File: config.mk
export PLATFORM = sky130hd
export DESIGN_NAME = uart_comm
export DESIGN_NICKNAME = d
export VERILOG_FILES = /design/src/rtl/uart_comm.sv
export SDC_FILE = /design/constraint.sdc
export NUM_CORES = 1
export LEC_CHECK = 0
export BUFFER_PORTS_ARGS = -buffer_cell sky130_fd_sc_hd__buf_2
export CAP_MARGIN = 20
export CORE_MARGIN = 2
export CORE_UTILIZATION = 60
export DETAILED_ROUTE_END_ITERATION = 6
export GPL_TIMING_DRIVEN = 0
export HOLD_SLACK_MARGIN = 0.12
export PLACE_DENSITY = 0.76
export SKIP_CTS_REPAIR_TIMING = 1
export SYNTH_ARGS = -nofsm -noshare
export SYNTH_HDL_FRONTEND = slang
export SYNTH_SLANG_ARGS = --single-unit
File: constraint.sdc
create_clock -name clk -period 3.61 [get_ports clk]
set_input_delay 0.9025 -clock clk [delete_from_list [all_inputs] [get_ports clk]]
set_output_delay 0.9025 -clock clk [all_outputs]
set_load 0.05 [all_outputs]
File: src/rtl/uart_comm.sv
`default_nettype none
// ============================================================================
// Module : uart_comm
// Brief  : 8N1 UART endpoint with flag/ack byte handshakes and TX/RX FIFOs.
// Rev    : 1.0
// ============================================================================
module uart_comm #(
  parameter int ID        = 0,
  parameter int BAUDRATE  = 115200,
  parameter int CLOCKRATE = 100000000,
  parameter int FIFO_LOG2 = 4
) (
  input  logic       clk,
  input  logic       rst,
  input  logic       send_flag,
  input  logic [7:0] send_data,
  input  logic       recv_flag,
  output logic [7:0] recv_data,
  output logic       send_ack,
  output logic       recv_ack,
  output logic       sendable,
  output logic       recvable,
  output logic       Tx,
  input  logic       Rx
);

  localparam int c_DIV   = CLOCKRATE / BAUDRATE;
  localparam int c_CW    = $clog2(c_DIV);
  localparam int c_DEPTH = 1 << FIFO_LOG2;

  typedef logic [c_CW-1:0]      div_t;
  typedef logic [FIFO_LOG2:0]   cnt_t;
  typedef logic [FIFO_LOG2-1:0] ptr_t;

  localparam div_t c_BIT_LAST  = div_t'(c_DIV - 1);
  localparam div_t c_HALF_LAST = div_t'(c_DIV / 2 - 1);
  localparam cnt_t c_FULL      = cnt_t'(c_DEPTH);

  // ID only tags simulation messages; it has no hardware meaning.
  logic [31:0] unused_id;
  assign unused_id = ID;

  // --------------------------------------------------------------------------
  // TX FIFO
  // --------------------------------------------------------------------------
  logic [7:0] tx_mem_q [c_DEPTH];
  ptr_t       tx_wr_q, tx_rd_q;
  cnt_t       tx_cnt_q, tx_cnt_d;
  logic       send_ack_q, sendable_q;
  logic       w_tx_push, w_tx_pop;

  assign w_tx_push = send_flag && sendable_q && !send_ack_q;

  always_comb begin
    tx_cnt_d = tx_cnt_q;
    case ({w_tx_push, w_tx_pop})
      2'b10:   tx_cnt_d = tx_cnt_q + cnt_t'(1);
      2'b01:   tx_cnt_d = tx_cnt_q - cnt_t'(1);
      default: tx_cnt_d = tx_cnt_q;
    endcase
  end

  always_ff @(posedge clk) begin
    if (w_tx_push) tx_mem_q[tx_wr_q] <= send_data;
  end

  always_ff @(posedge clk) begin
    if (rst) begin
      tx_wr_q    <= '0;
      tx_rd_q    <= '0;
      tx_cnt_q   <= '0;
      send_ack_q <= 1'b0;
      sendable_q <= 1'b1;
    end else begin
      if (w_tx_push) tx_wr_q <= tx_wr_q + ptr_t'(1);
      if (w_tx_pop)  tx_rd_q <= tx_rd_q + ptr_t'(1);
      tx_cnt_q   <= tx_cnt_d;
      send_ack_q <= w_tx_push;
      sendable_q <= (tx_cnt_d != c_FULL);
    end
  end

  // --------------------------------------------------------------------------
  // TX engine
  // --------------------------------------------------------------------------
  typedef enum logic [1:0] {TX_IDLE, TX_START, TX_DATA, TX_STOP} tx_state_e;

  tx_state_e  tx_state_q;
  div_t       tx_div_q;
  logic [2:0] tx_bit_q;
  logic [7:0] tx_sh_q;
  logic       tx_q;
  logic       w_tx_tick;

  assign w_tx_tick = (tx_div_q == c_BIT_LAST);
  // A new byte is taken either from idle or straight out of a finishing stop bit.
  assign w_tx_pop  = (tx_cnt_q != '0) &&
                     ((tx_state_q == TX_IDLE) || ((tx_state_q == TX_STOP) && w_tx_tick));

  always_ff @(posedge clk) begin
    if (rst) begin
      tx_state_q <= TX_IDLE;
      tx_div_q   <= '0;
      tx_bit_q   <= '0;
      tx_sh_q    <= '0;
      tx_q       <= 1'b1;
    end else begin
      case (tx_state_q)
        TX_IDLE: begin
          if (w_tx_pop) begin
            tx_sh_q    <= tx_mem_q[tx_rd_q];
            tx_q       <= 1'b0;
            tx_div_q   <= '0;
            tx_state_q <= TX_START;
          end
        end
        TX_START: begin
          if (w_tx_tick) begin
            tx_div_q   <= '0;
            tx_q       <= tx_sh_q[0];
            tx_sh_q    <= {1'b0, tx_sh_q[7:1]};
            tx_bit_q   <= '0;
            tx_state_q <= TX_DATA;
          end else begin
            tx_div_q <= tx_div_q + div_t'(1);
          end
        end
        TX_DATA: begin
          if (w_tx_tick) begin
            tx_div_q <= '0;
            if (tx_bit_q == 3'd7) begin
              tx_q       <= 1'b1;
              tx_state_q <= TX_STOP;
            end else begin
              tx_q     <= tx_sh_q[0];
              tx_sh_q  <= {1'b0, tx_sh_q[7:1]};
              tx_bit_q <= tx_bit_q + 3'd1;
            end
          end else begin
            tx_div_q <= tx_div_q + div_t'(1);
          end
        end
        TX_STOP: begin
          if (w_tx_tick) begin
            tx_div_q <= '0;
            if (w_tx_pop) begin
              tx_sh_q    <= tx_mem_q[tx_rd_q];
              tx_q       <= 1'b0;
              tx_state_q <= TX_START;
            end else begin
              tx_state_q <= TX_IDLE;
            end
          end else begin
            tx_div_q <= tx_div_q + div_t'(1);
          end
        end
        default: tx_state_q <= TX_IDLE;
      endcase
    end
  end

  // --------------------------------------------------------------------------
  // RX engine
  // --------------------------------------------------------------------------
  typedef enum logic [2:0] {RX_IDLE, RX_START, RX_DATA, RX_STOP, RX_BREAK} rx_state_e;

  rx_state_e  rx_state_q;
  logic [1:0] rx_sync_q;
  div_t       rx_div_q;
  logic [2:0] rx_bit_q;
  logic [7:0] rx_sh_q;
  logic       w_rx_line, w_rx_tick;

  assign w_rx_line = rx_sync_q[1];
  assign w_rx_tick = (rx_div_q == c_BIT_LAST);

  always_ff @(posedge clk) begin
    if (rst) begin
      rx_sync_q  <= 2'b11;
      rx_state_q <= RX_IDLE;
      rx_div_q   <= '0;
      rx_bit_q   <= '0;
      rx_sh_q    <= '0;
    end else begin
      rx_sync_q <= {rx_sync_q[0], Rx};
      case (rx_state_q)
        RX_IDLE: begin
          if (!w_rx_line) begin
            rx_div_q   <= '0;
            rx_state_q <= RX_START;
          end
        end
        RX_START: begin
          // Re-check at mid start bit so short low glitches are ignored.
          if (rx_div_q == c_HALF_LAST) begin
            rx_div_q   <= '0;
            rx_bit_q   <= '0;
            rx_state_q <= w_rx_line ? RX_IDLE : RX_DATA;
          end else begin
            rx_div_q <= rx_div_q + div_t'(1);
          end
        end
        RX_DATA: begin
          if (w_rx_tick) begin
            rx_div_q <= '0;
            rx_sh_q  <= {w_rx_line, rx_sh_q[7:1]};
            if (rx_bit_q == 3'd7) rx_state_q <= RX_STOP;
            else                  rx_bit_q   <= rx_bit_q + 3'd1;
          end else begin
            rx_div_q <= rx_div_q + div_t'(1);
          end
        end
        RX_STOP: begin
          if (w_rx_tick) begin
            rx_div_q   <= '0;
            rx_state_q <= w_rx_line ? RX_IDLE : RX_BREAK;
          end else begin
            rx_div_q <= rx_div_q + div_t'(1);
          end
        end
        RX_BREAK: begin
          if (w_rx_line) rx_state_q <= RX_IDLE;
        end
        default: rx_state_q <= RX_IDLE;
      endcase
    end
  end

  // --------------------------------------------------------------------------
  // RX FIFO
  // --------------------------------------------------------------------------
  logic [7:0] rx_mem_q [c_DEPTH];
  ptr_t       rx_wr_q, rx_rd_q;
  cnt_t       rx_cnt_q, rx_cnt_d;
  logic       recv_ack_q, recvable_q;
  logic [7:0] recv_data_q;
  logic       w_rx_push, w_rx_pop;

  assign w_rx_pop  = recv_flag && recvable_q && !recv_ack_q;
  // A full FIFO still accepts a byte when the client pops in the same cycle.
  assign w_rx_push = (rx_state_q == RX_STOP) && w_rx_tick && w_rx_line &&
                     ((rx_cnt_q != c_FULL) || w_rx_pop);

  always_comb begin
    rx_cnt_d = rx_cnt_q;
    case ({w_rx_push, w_rx_pop})
      2'b10:   rx_cnt_d = rx_cnt_q + cnt_t'(1);
      2'b01:   rx_cnt_d = rx_cnt_q - cnt_t'(1);
      default: rx_cnt_d = rx_cnt_q;
    endcase
  end

  always_ff @(posedge clk) begin
    if (w_rx_push) rx_mem_q[rx_wr_q] <= rx_sh_q;
  end

  always_ff @(posedge clk) begin
    if (rst) begin
      rx_wr_q     <= '0;
      rx_rd_q     <= '0;
      rx_cnt_q    <= '0;
      recv_ack_q  <= 1'b0;
      recvable_q  <= 1'b0;
      recv_data_q <= '0;
    end else begin
      if (w_rx_push) rx_wr_q <= rx_wr_q + ptr_t'(1);
      if (w_rx_pop) begin
        rx_rd_q     <= rx_rd_q + ptr_t'(1);
        recv_data_q <= rx_mem_q[rx_rd_q];
      end
      rx_cnt_q   <= rx_cnt_d;
      recv_ack_q <= w_rx_pop;
      recvable_q <= (rx_cnt_d != '0);
    end
  end

  assign send_ack  = send_ack_q;
  assign sendable  = sendable_q;
  assign recv_ack  = recv_ack_q;
  assign recvable  = recvable_q;
  assign recv_data = recv_data_q;
  assign Tx        = tx_q;

endmodule
`default_nettype wire

# == Word level (Yosys, flattened, before mapping) ==
# Memories as Yosys holds them, arrays and structs flattened. A register that Yosys moved wholly into a read port is not among the register bits.
# Cells that the tools add are included.
# totals
register_bits,80
mem_bits_rw,256
input_bits,13
output_inout_bits,13
wordCells,146
mem_count,2
# op_classes
add_sub_neg,12
eq_ne,31
muxes,51
reduce_logical,30
# mem_list
memory,depth,width,read_ports,rd_clocked_by_memory_dff,wr,line,rtl
rx_mem_q,16,8,1,1,1,232,logic [7:0] rx_mem_q [c_DEPTH];
tx_mem_q,16,8,1,1,1,46,logic [7:0] tx_mem_q [c_DEPTH];
# ops
op,n
10-bit two-way mux,5
8-bit two-way mux,5
3-bit two-way mux,13
8-bit case mux with 4 select lines,1
10-bit case mux with 3 select lines,1
2-bit inequality test (second input constant),13
10-bit by 1-bit adder with 10-bit output (second input constant),2
10-bit == test (second input constant),2
10-bit case mux with 2 select lines,1
5-bit case mux with 2 select lines,2
4-bit by 1-bit adder with 4-bit output (second input constant),4
3-bit case mux with 5 select lines,1
2-bit two-way mux,6
3-bit case mux with 2 select lines,2
4-bit AND reduction,3
5-bit by 1-bit adder with 5-bit output (second input constant),2
10-bit by 9-bit == test with 1-bit output (second input constant),1
1-bit two-way mux,10
5-bit inequality test (second input constant),2
5-bit nonzero test,2
5-bit by 1-bit subtractor with 5-bit output (second input constant),2
3-bit == test (second input constant),3
1-bit logical AND,9
2-bit == test (second input constant),4
19 further kinds,28

# == Logic depth before layout (Yosys ltp) ==
# Gate-level depths: netlist of the first run.
# depth
word_depth,7
depth_mapped,15
ltp_nobuf,13

# == Worst setup path before layout of the first run ==
# OpenSTA, ideal clock, no wires.
# synth_path
path_type,in2reg
start,in send_flag
end,reg sendable_q (netlist: sendable)
setup_time_ns,0.132
t_arrival_ns,2.842
t_required_ns,3.478
slack_ns,0.636
path_stages,12
path_buffers,1
cell_sequence,nand2_1 -> nor2_1 -> inv_1 -> ha_1 -> clkbuf_1 -> xor2_1 -> ha_1 -> inv_1 -> o41ai_1 -> xnor2_1 -> nor2_1 -> nand4_1
# synth_between
elab_chain_cells,5
word_cells_on_any_way,6
cone_classes,eq/ne (3); mux (1); reduce/logical (2)
# synth_lines
item,line,rtl
from (decl),15,"input logic send_flag,"
1-bit logical AND * (2 in a row),52,assign w_tx_push = send_flag && sendable_q && !send_ack_q;
2-bit by 1-bit == test with 1-bit output or 2-bit == test (tied branches),56,"case ({w_tx_push, w_tx_pop})"
5-bit case mux with 2 select lines *,56,
5-bit inequality test *,79,sendable_q <= (tx_cnt_d != c_FULL);
to (signal assigned),79,
to (decl),49,"logic send_ack_q, sendable_q;"
# Mark *: on every way between the ends. The rest lies on a longest branch, timed or not.
# A chain may end at the register's enable or synchronous reset.

# == Final worst setup path of the first run ==
# layout_path
start,reg rx_div_q[0]
end,"mem rx_mem_q[2][5], enable pin"
# layout_between
elab_chain_cells,6
# layout_lines
item,line,rtl
from (decl),169,div_t rx_div_q;
from (signal assigned),200,rx_div_q <= rx_div_q + div_t'(1);
from (signal assigned),210,rx_div_q <= rx_div_q + div_t'(1);
from (signal assigned),218,rx_div_q <= rx_div_q + div_t'(1);
10-bit == test,175,assign w_rx_tick = (rx_div_q == c_BIT_LAST);
1-bit logical AND (3 in a row),241,assign w_rx_push = (rx_state_q == RX_STOP) && w_rx_tick && w_rx_line &&
1-bit two-way mux,254,if (w_rx_push) rx_mem_q[rx_wr_q] <= rx_sh_q;
1-bit two-way mux (implied by the code),254,
to (decl),232,
# No other way between the ends.

==> flow_summary.ini, run 1 <==
[run_status]
status = completed

[synth]
synthCells = 1007
synth_seq_area_share_pct = 65.90
ys_ff_latch = 348
synth-edff-count = 256
synthFlopType = edfxtp_1
synth_common_cells = 256 x edfxtp_1, 108 x nor2_1, 92 x dfxtp_1, 76 x nand2_1, 59 x a21oi_1
synth.top_cells.by_area = edfxtp_1 53%, dfxtp_1 13%, mux4_2 9.0%, nor2_1 2.8%, ha_1 2.4%
ys_types = 68
yosys_warnings = 0
yosys.area.top_type = edfxtp_1
syn-num-nets = 1049
yosysMostFrequentCell = edfxtp_1
synth_area_sq_um = 14460
syn_area_per_cell_sq_um = 14.36
synth_top_area_share_pct = 53.16
async_flop_share_pct = 0

[floorplanning]
num_rows = 56
top_level_ports = 26
start_util_pct = 61.42
core_sq_um = 23540
dieArea_sq_um = 25360
fp.dieH_um = 159.2
dieWidth_um = 159.2

[clock_network]
cts_root_buf = clkbuf_16
clk_path_buf_depth = 3
insertion_delay_ps = 520
cts-buffers-inserted = 37
cts_num_sinks = 348
clk_pin_slew_worst_paths_ps = 60
htree_levels = 2
cts_tree = yes

[sta]
timing.hold.ws_ps = 425.0
rsz0062_at_grt = no
worst_slew_pin_slew_ps = 1010
fin_tns_setup_ps = 0
max_freq_mhz = 298.7
finalCritPeriodShare_pct = 92.74
fin_skew_ps = 14.18
finalSetupViolCount = 0
drv_slew = 0
hold_viol = 0
finalCriticalPeriod_ps = 3348
slew_headroom_pct = 32.39

[grt]
overflow = 0
gr-usage-all-layers_pct = 24.17
antenna_found_initial = 0
grt_pass1_wl_mm = 47.64
grt_pass1_vias = 8611
grt_max_degree = 19

[route]
ant_nets = 0
dr_total_vias = 8568
first_pass_iters = 6
drc = 0
wl_mm = 30.01
wl_per_cell_um = 21.06
viasPerCell = 6.013
drt_iter0_markers = 859

[finish]
area_growth_pct = 12.77
num-fill-cells = 1558
antenna_cells = 0
drive_above_1_share_pct = 17.18
nets = 1121
finalNonFillerCells = 1425

[power]
p_leak_nw = 5.486
max-vdd-ir-drop_mv = 0.4926
total_power_mw = 10.51
power.density_nw_per_um2 = 644.8

[worst_setup_path]
crit_end = rx_mem_q[2][5]
crit_path_end_kind = flip-flop
cp_max_fo = 8
rr_worst_depth = 7
r2r_start = rx_div_q[0]
r2r_end = rx_mem_q[2][5]
startpoint_type = flip-flop
cp_data_required_time_ps = 3830
arrival_ps = 3570
regToRegSetupSlack_ps = 260
path_class = flip-flop to flip-flop
startpoint = rx_div_q[0]

[place]
dp_hpwl_mm = 19.65
io_buffers = 25
dp.cells = 1359
globalplace.congestion = 0.8415

[hold_path]
min_path_cells = 1
hold_class = flip-flop to flip-flop

[job]
cap_violations = 0
-- logic make-up after synthesis --
logic type | Yosys count | synth area share [%]
compound gates | 147 | 6.351
buf+inv | 66 | 1.912
mux | 95 | 11.72
fa+ha+maj | 29 | 2.561
simple gates | 298 | 10.11
flops | 348 | 65.90
xor+xnor | 24 | 1.454
-- cell usage in the layout, fill, tap and decap left out, drive strengths merged, types with 9 or more instances in the layout --
master,synthesis,routed
nand2b,12,12
nor2b,13,13
xor2,15,15
clkbuf,29,78
o21ai,30,30
inv,11,13
a21oi,59,59
xnor2,9,9
a22oi,11,11
mux2,11,11
ha,28,28
mux2i,26,26
buf,26,59
dfxtp,92,92
mux4,58,58
nand2,76,76
nor3,30,30
nor2,108,108
edfxtp,256,256
-- per-layer routing --
metal | global-route usage [%] | vias to the layer above | wire [um]
li1 | - | 3970 | -
met4 | 8.595 | 0 | 903
met3 | 3.647 | 73 | 1515
met2 | 41.66 | 288 | 15310
met5 | 0 | - | 0
met1 | 31.60 | 4237 | 12270
-- critical path, cell delays in order (launching register included) --
cell	delay (ps)
dfxtp_1	390
ha_1	360
nand4b_2	200
or3_4	400
nor3_2	520
nand2_1	260
nor3_1	630
buf_4	290
-- worst min-delay path by stage --
stage	startpoint	endpoint	slack, ps
floorplan	rx_sync_q[0]	rx_sync_q[1]	390
global route	rx_sync_q[0]	rx_sync_q[1]	460
finish	rx_sync_q[0]	rx_sync_q[1]	420
global placement	rx_sync_q[0]	rx_sync_q[1]	410
detailed placement	rx_sync_q[0]	rx_sync_q[1]	420
CTS	rx_sync_q[0]	rx_sync_q[1]	440
-- through the flow --
step	cell area [sq um]	setup slack [ps]	utilization, %
2_1_floorplan	14460	636.3	-
3_3_place_gp	14980	-72.75	63.65
3_5_place_dp	15040	32.16	63.88
4_1_cts	16290	140.0	69.19
5_1_grt	16310	20.79	69.27
6_report	16310	262.2	69.27
-- sequential cells by signal, indices dropped and copies added, names as in the netlist, 4 cells and up, named ones only --
| name | cells |
|---|---|
| rx_sh_q | 8 |
| rx_rd_q | 4 |
| tx_cnt_q | 5 |
| tx_mem_q | 128 |
| rx_cnt_q | 5 |
| tx_wr_q | 4 |
| recv_data | 8 |
| tx_rd_q | 4 |
| rx_mem_q | 128 |
| tx_div_q | 10 |
| rx_wr_q | 4 |
| tx_sh_q | 8 |
| rx_div_q | 10 |
-- area by class of cell --
type	count	area [sq um]	share of cell area (%)
tap	319	399.1	2.448
clock buffer	49	1033	6.338
buffer	55	235.2	1.442
multi-input combinational	593	4672	28.65
clock inverter	17	216.5	1.327
inverter	11	41.29	0.2532
sequential	348	9529	58.44
timing repair buffer	33	180.2	1.105
-- power breakdown --
| part | leakage [nW] | total (mW) | switching, mW | internal (mW) |
|---|---|---|---|---|
| sequential | 3.09 | 4.53 | 0.110 | 4.42 |
| clock | 0.604 | 3.86 | 1.49 | 2.37 |
| combinational | 1.79 | 2.12 | 1.28 | 0.836 |
(Power assumes the default switching activity.)
==> inputs of run 2 (changes only) <==
CELL_PAD_IN_SITES_DETAIL_PLACEMENT = 0   (was default)
CELL_PAD_IN_SITES_GLOBAL_PLACEMENT = 2   (was default)
CORE_MARGIN = 4   (was 2)
CORE_UTILIZATION = 46   (was 60)
PLACE_DENSITY = 0.78   (was 0.76)
==> run 2 against run 1 <==
Net effect:
- worst hold slack worse by 17 ps
- cell area hardly changed
- clock skew rose by 4.3 ps
- register-to-register slack better by 80 ps
- power decreased by 2.1%
- global-route usage shrank 5.7 points
- combinational power hardly changed
- routed wire length up 3.2%
- critical path depth is 1 lower
- critical path type unchanged
- critical endpoint is now rx_mem_q[3][2]
- highest routed layer unchanged
==> flow_summary.ini, run 2 (synthesis gave the netlist of run 1 again) <==
[sta]
drv_slew = 0
finalCritPeriodShare_pct = 90.41
max_freq_mhz = 306.4
fin_ws_ps = 346.3
hold_viol = 0
fin_skew_ps = 18.47
slew_headroom_pct = 26.05
rsz0062_at_grt = no
worst_slew_pin_slew_ps = 1105
finalSetupViolCount = 0
finalCriticalPeriod_ps = 3264

[clock_network]
cts_root_buf = clkbuf_16
htree_levels = 2
clk_pin_slew_worst_paths_ps = 60
clk_path_buf_depth = 3
cts-buffers-inserted = 38
cts_tree = yes
cts_num_sinks = 348
insertion_delay_ps = 530

[finish]
antenna_cells = 0
final_cell_mix = 256 x edfxtp_1, 107 x nor2_1, 92 x dfxtp_1
top_regs = rx_mem_q: 128 flops, tx_mem_q: 128 flops
nets = 1113
area_growth_pct = 12.81
layout_commonest_cell = edfxtp_1
drive_above_1_share_pct = 16.85

[route]
ant_nets = 0
drc = 0
wl_mm = 30.97
dr_total_vias = 8314
first_pass_iters = 5
drt_iter0_markers = 579
viasPerCell = 5.565
wl_per_cell_um = 20.73

[floorplanning]
dieArea_sq_um = 34340
num_rows = 64
start_util_pct = 46.90
dieWidth_um = 185.3
core_sq_um = 30830
fp.dieH_um = 185.3
top_level_ports = 26

[power]
max-vdd-ir-drop_mv = 0.3890
total_power_mw = 10.29
p_leak_nw = 5.436
power.density_nw_per_um2 = 630.9

[worst_setup_path]
crit_path_end_kind = flip-flop
regToRegSetupSlack_ps = 350
startpoint_type = flip-flop
cp_data_required_time_ps = 3760
path_class = flip-flop to flip-flop
cp_max_fo = 8
arrival_ps = 3410
r2r_end = rx_mem_q[3][2]
r2r_start = rx_div_q[0]
rr_worst_depth = 6

[place]
post-place-ws_ps = -71.89
io_buffers = 25
dp_hpwl_mm = 20.35
globalplace.congestion = 0.7963

[job]
cap_violations = 0

[run_status]
status = completed

[grt]
grt_pass1_vias = 8398
grt_max_degree = 19
grt_pass1_wl_mm = 48.82
antenna_found_initial = 0
overflow = 0
gr-usage-all-layers_pct = 18.49

[hold_path]
hold_path_end = rx_sync_q[1]
hold_class = flip-flop to flip-flop
min_path_cells = 1
hold_start = rx_sync_q[0]
-- run 2: cell count changes in the layout (fill, tap and decap cells not counted), moves of 2 or more --
cell / previous run / this run
buf_2: 44 / 42
buf_4: 8 / 2
bufinv_16: 5 / 2
clkbuf_1: 37 / 39
clkinv_8: 0 / 2
inv_6: 2 / 0
nor3_1: 25 / 19
nor3_2: 5 / 11
-- run 2: through the flow --
step / utilization [%] / area (sq um) / instances / hold slack (ps) / setup TNS (ps)
2_1_floorplan: - / 14460 / 1007 / 389.5 / 0
3_3_place_gp: 48.92 / 15080 / 1428 / 400.6 / -6580
3_5_place_dp: 49.05 / 15120 / 1428 / 398.4 / -71.89
4_1_cts: 52.90 / 16310 / 1495 / 412.2 / 0
5_1_grt: 52.91 / 16310 / 1494 / 432.3 / 0
6_report: 52.91 / 16310 / 1494 / 408.0 / 0
-- run 2: worst max path at each step --
stage / from / to / slack (ps) / cells after the start
after global routing: tx_div_q[0] / sendable / 20 / 13
after detailed placement: send_flag / sendable / -70 / 13
final: rx_div_q[0] / rx_mem_q[3][2] / 350 / 6
after global placement: rx_div_q[0] / rx_mem_q[3][4] / -230 / 6
after floorplan: send_flag / sendable / 640 / 12
after CTS: tx_state_q[0] / sendable / 140 / 14
-- run 2: worst max-delay path, cell delays in order, from the launching register on --
cell	delay, ps
dfxtp_1	400
ha_1	350
nand4b_2	210
or3_4	410
nor3_2	470
nand2_1	280
nor3_2	760
-- run 2: power by group --
group / switching (mW) / leakage (nW) / internal [mW]
combinational: 1.28 / 1.78 / 0.832
clock: 1.53 / 0.571 / 2.12
sequential: 0.107 / 3.09 / 4.42
total: 2.91 / 5.44 / 7.38
-- run 2: layout make-up --
type / count / area [sq um]
inverters: 11 / 41.29
fillers: 2571 / 14520
well taps: 396 / 495.5
clock inverters: 17 / 181.4
multi-input cells: 593 / 4702
plain buffers: 54 / 231.5
repair buffers: 25 / 125.1
clock buffers: 50 / 1006
flip-flops and latches: 348 / 9529
-- run 2: routing by layer --
layer	wire [um]	global-route usage (%)	up-vias
li1	-	-	3965
met1	13900	25.43	4142
met2	15240	30.88	153
met3	1040	2.573	54
met4	789	5.549	0
met5	0	0	-
==> inputs of run 3 (changes only) <==
PLACE_DENSITY = 0.84   (was 0.78)
SETUP_SLACK_MARGIN = 0.5   (was default)
==> run 3 against run 2 <==
Net effect:
- combinational power about the same
- critical path depth up 7
- clock skew down 2.6 ps
- final cell count up 0.87%
- die area unchanged
- cell area up 1.7%
- register-to-register slack better by 390 ps
- sequential power about the same
- via count up 1.0%
- maximum frequency up 13%
- setup slack better by 390 ps
- worst hold slack better by 8.8 ps
==> flow_summary.ini, run 3 (synthesis gave the netlist of run 1 again) <==
[run_status]
status = completed

[route]
first_pass_iters = 5
drc = 0
dr_total_vias = 8398
ant_nets = 0
viasPerCell = 5.573
wl_per_cell_um = 20.70
wl_mm = 31.19
drt_iter0_markers = 615

[sta]
slew_headroom_pct = 34.18
finalSetupViolCount = 0
drv_slew = 0
timing.hold.ws_ps = 416.8
rsz0062_at_grt = yes
fin_tns_setup_ps = 0
worst_slew_pin_slew_ps = 983.6
fin_skew_ps = 15.82
max_freq_mhz = 347.5
finalCritPeriodShare_pct = 79.71
finalCriticalPeriod_ps = 2878
hold_viol = 0

[place]
io_buffers = 25
dp_hpwl_mm = 20.49
globalplace.congestion = 0.7708
placed_cell_area_sq_um = 15120

[clock_network]
cts_root_buf = clkbuf_16
cts_num_sinks = 348
clk_pin_slew_worst_paths_ps = 60
cts_tree = yes
cts-buffers-inserted = 38
insertion_delay_ps = 520
htree_levels = 2
clk_path_buf_depth = 3

[finish]
layout_commonest_cell = edfxtp_1
final_cell_mix = 256 x edfxtp_1, 93 x nor2_1, 92 x dfxtp_1
final_area_sq_um = 16590
drive_above_1_share_pct = 19.89
num-fill-cells = 2491
top_regs = rx_mem_q: 128 flops, tx_mem_q: 128 flops
seq_area_sq_um = 9529
nets = 1123
multi_input_area_sq_um = 4806
area_growth_pct = 14.73
final_core_util_pct = 53.81
antenna_cells = 0

[worst_setup_path]
startpoint_type = flip-flop
crit_path_end_kind = flip-flop
cp_data_required_time_ps = 4000
rr_worst_depth = 13
startpoint = tx_div_q[0]
path_class = flip-flop to flip-flop
arrival_ps = 3270
r2r_start = tx_div_q[0]
cp_max_fo = 9

[floorplanning]
start_util_pct = 46.90
num_rows = 64
dieArea_sq_um = 34340
dieWidth_um = 185.3
fp.dieH_um = 185.3
core_sq_um = 30830
top_level_ports = 26

[power]
power.density_nw_per_um2 = 640.1
p_leak_nw = 5.537
max-vdd-ir-drop_mv = 0.4865

[job]
cap_violations = 0

[grt]
antenna_found_initial = 0
overflow = 0
grt_pass1_wl_mm = 48.53
gr-usage-all-layers_pct = 18.35
grt_max_degree = 19
grt_pass1_vias = 8417

[hold_path]
hold_start = rx_sync_q[0]
min_path_cells = 1
hold_class = flip-flop to flip-flop
run 3: stage by stage:
stage / total power [mW] / cells / worst slack, ps
floorplan: 6.168 / 1007 / 636.3
global route: 11.13 / 1507 / 421.7
finish: 10.62 / 1507 / 732.3
global placement: 6.719 / 1428 / -294.7
CTS: 10.70 / 1500 / 98.97
detailed placement: 6.741 / 1430 / -113.6
run 3: layer usage:
metal | GRT usage, % | share of wire, %
met5 | 0 | 0
met4 | 4.903 | 2.3
met3 | 2.592 | 4.2
met2 | 31.35 | 51
met1 | 24.88 | 43
run 3: final cells by class:
| type | instances | share of cell area [%] |
|---|---|---|
| Sequential cell | 348 | 57.44 |
| Tap cell | 396 | 2.987 |
| Clock inverter | 21 | 1.539 |
| Clock buffer | 49 | 6.230 |
| Buffer | 55 | 1.441 |
| Timing Repair Buffer | 34 | 1.146 |
| Inverter | 11 | 0.2489 |
| Multi-Input combinational cell | 593 | 28.97 |
run 3: worst max-delay path: stages, from the launching register on:
cell      delay [ps]
dfxtp_1          360
ha_1             230
and4b_1          280
a41oi_2          160
nor2_4           240
ha_1             190
clkbuf_2         200
xor2_1           160
ha_1             200
inv_1             60
o41ai_2          340
xnor2_1          110
nor2_1           130
nand4_1          110
run 3: worst paths after layout:
kind	to	slack [ps]
worst max register to register	sendable	730
worst min register to register	rx_sync_q[1]	420
worst max-delay path	sendable	730
worst min-delay path	rx_sync_q[1]	420
run 3: report_power, final:
| group | switching, mW | leakage [nW] | total, mW | internal [mW] |
|---|---|---|---|---|
| Combinational | 1.30 | 1.81 | 2.14 | 0.844 |
| Sequential | 0.109 | 3.09 | 4.53 | 4.42 |
| Clock | 1.55 | 0.639 | 3.95 | 2.40 |
| Total | 2.96 | 5.54 | 10.6 | 7.66 |
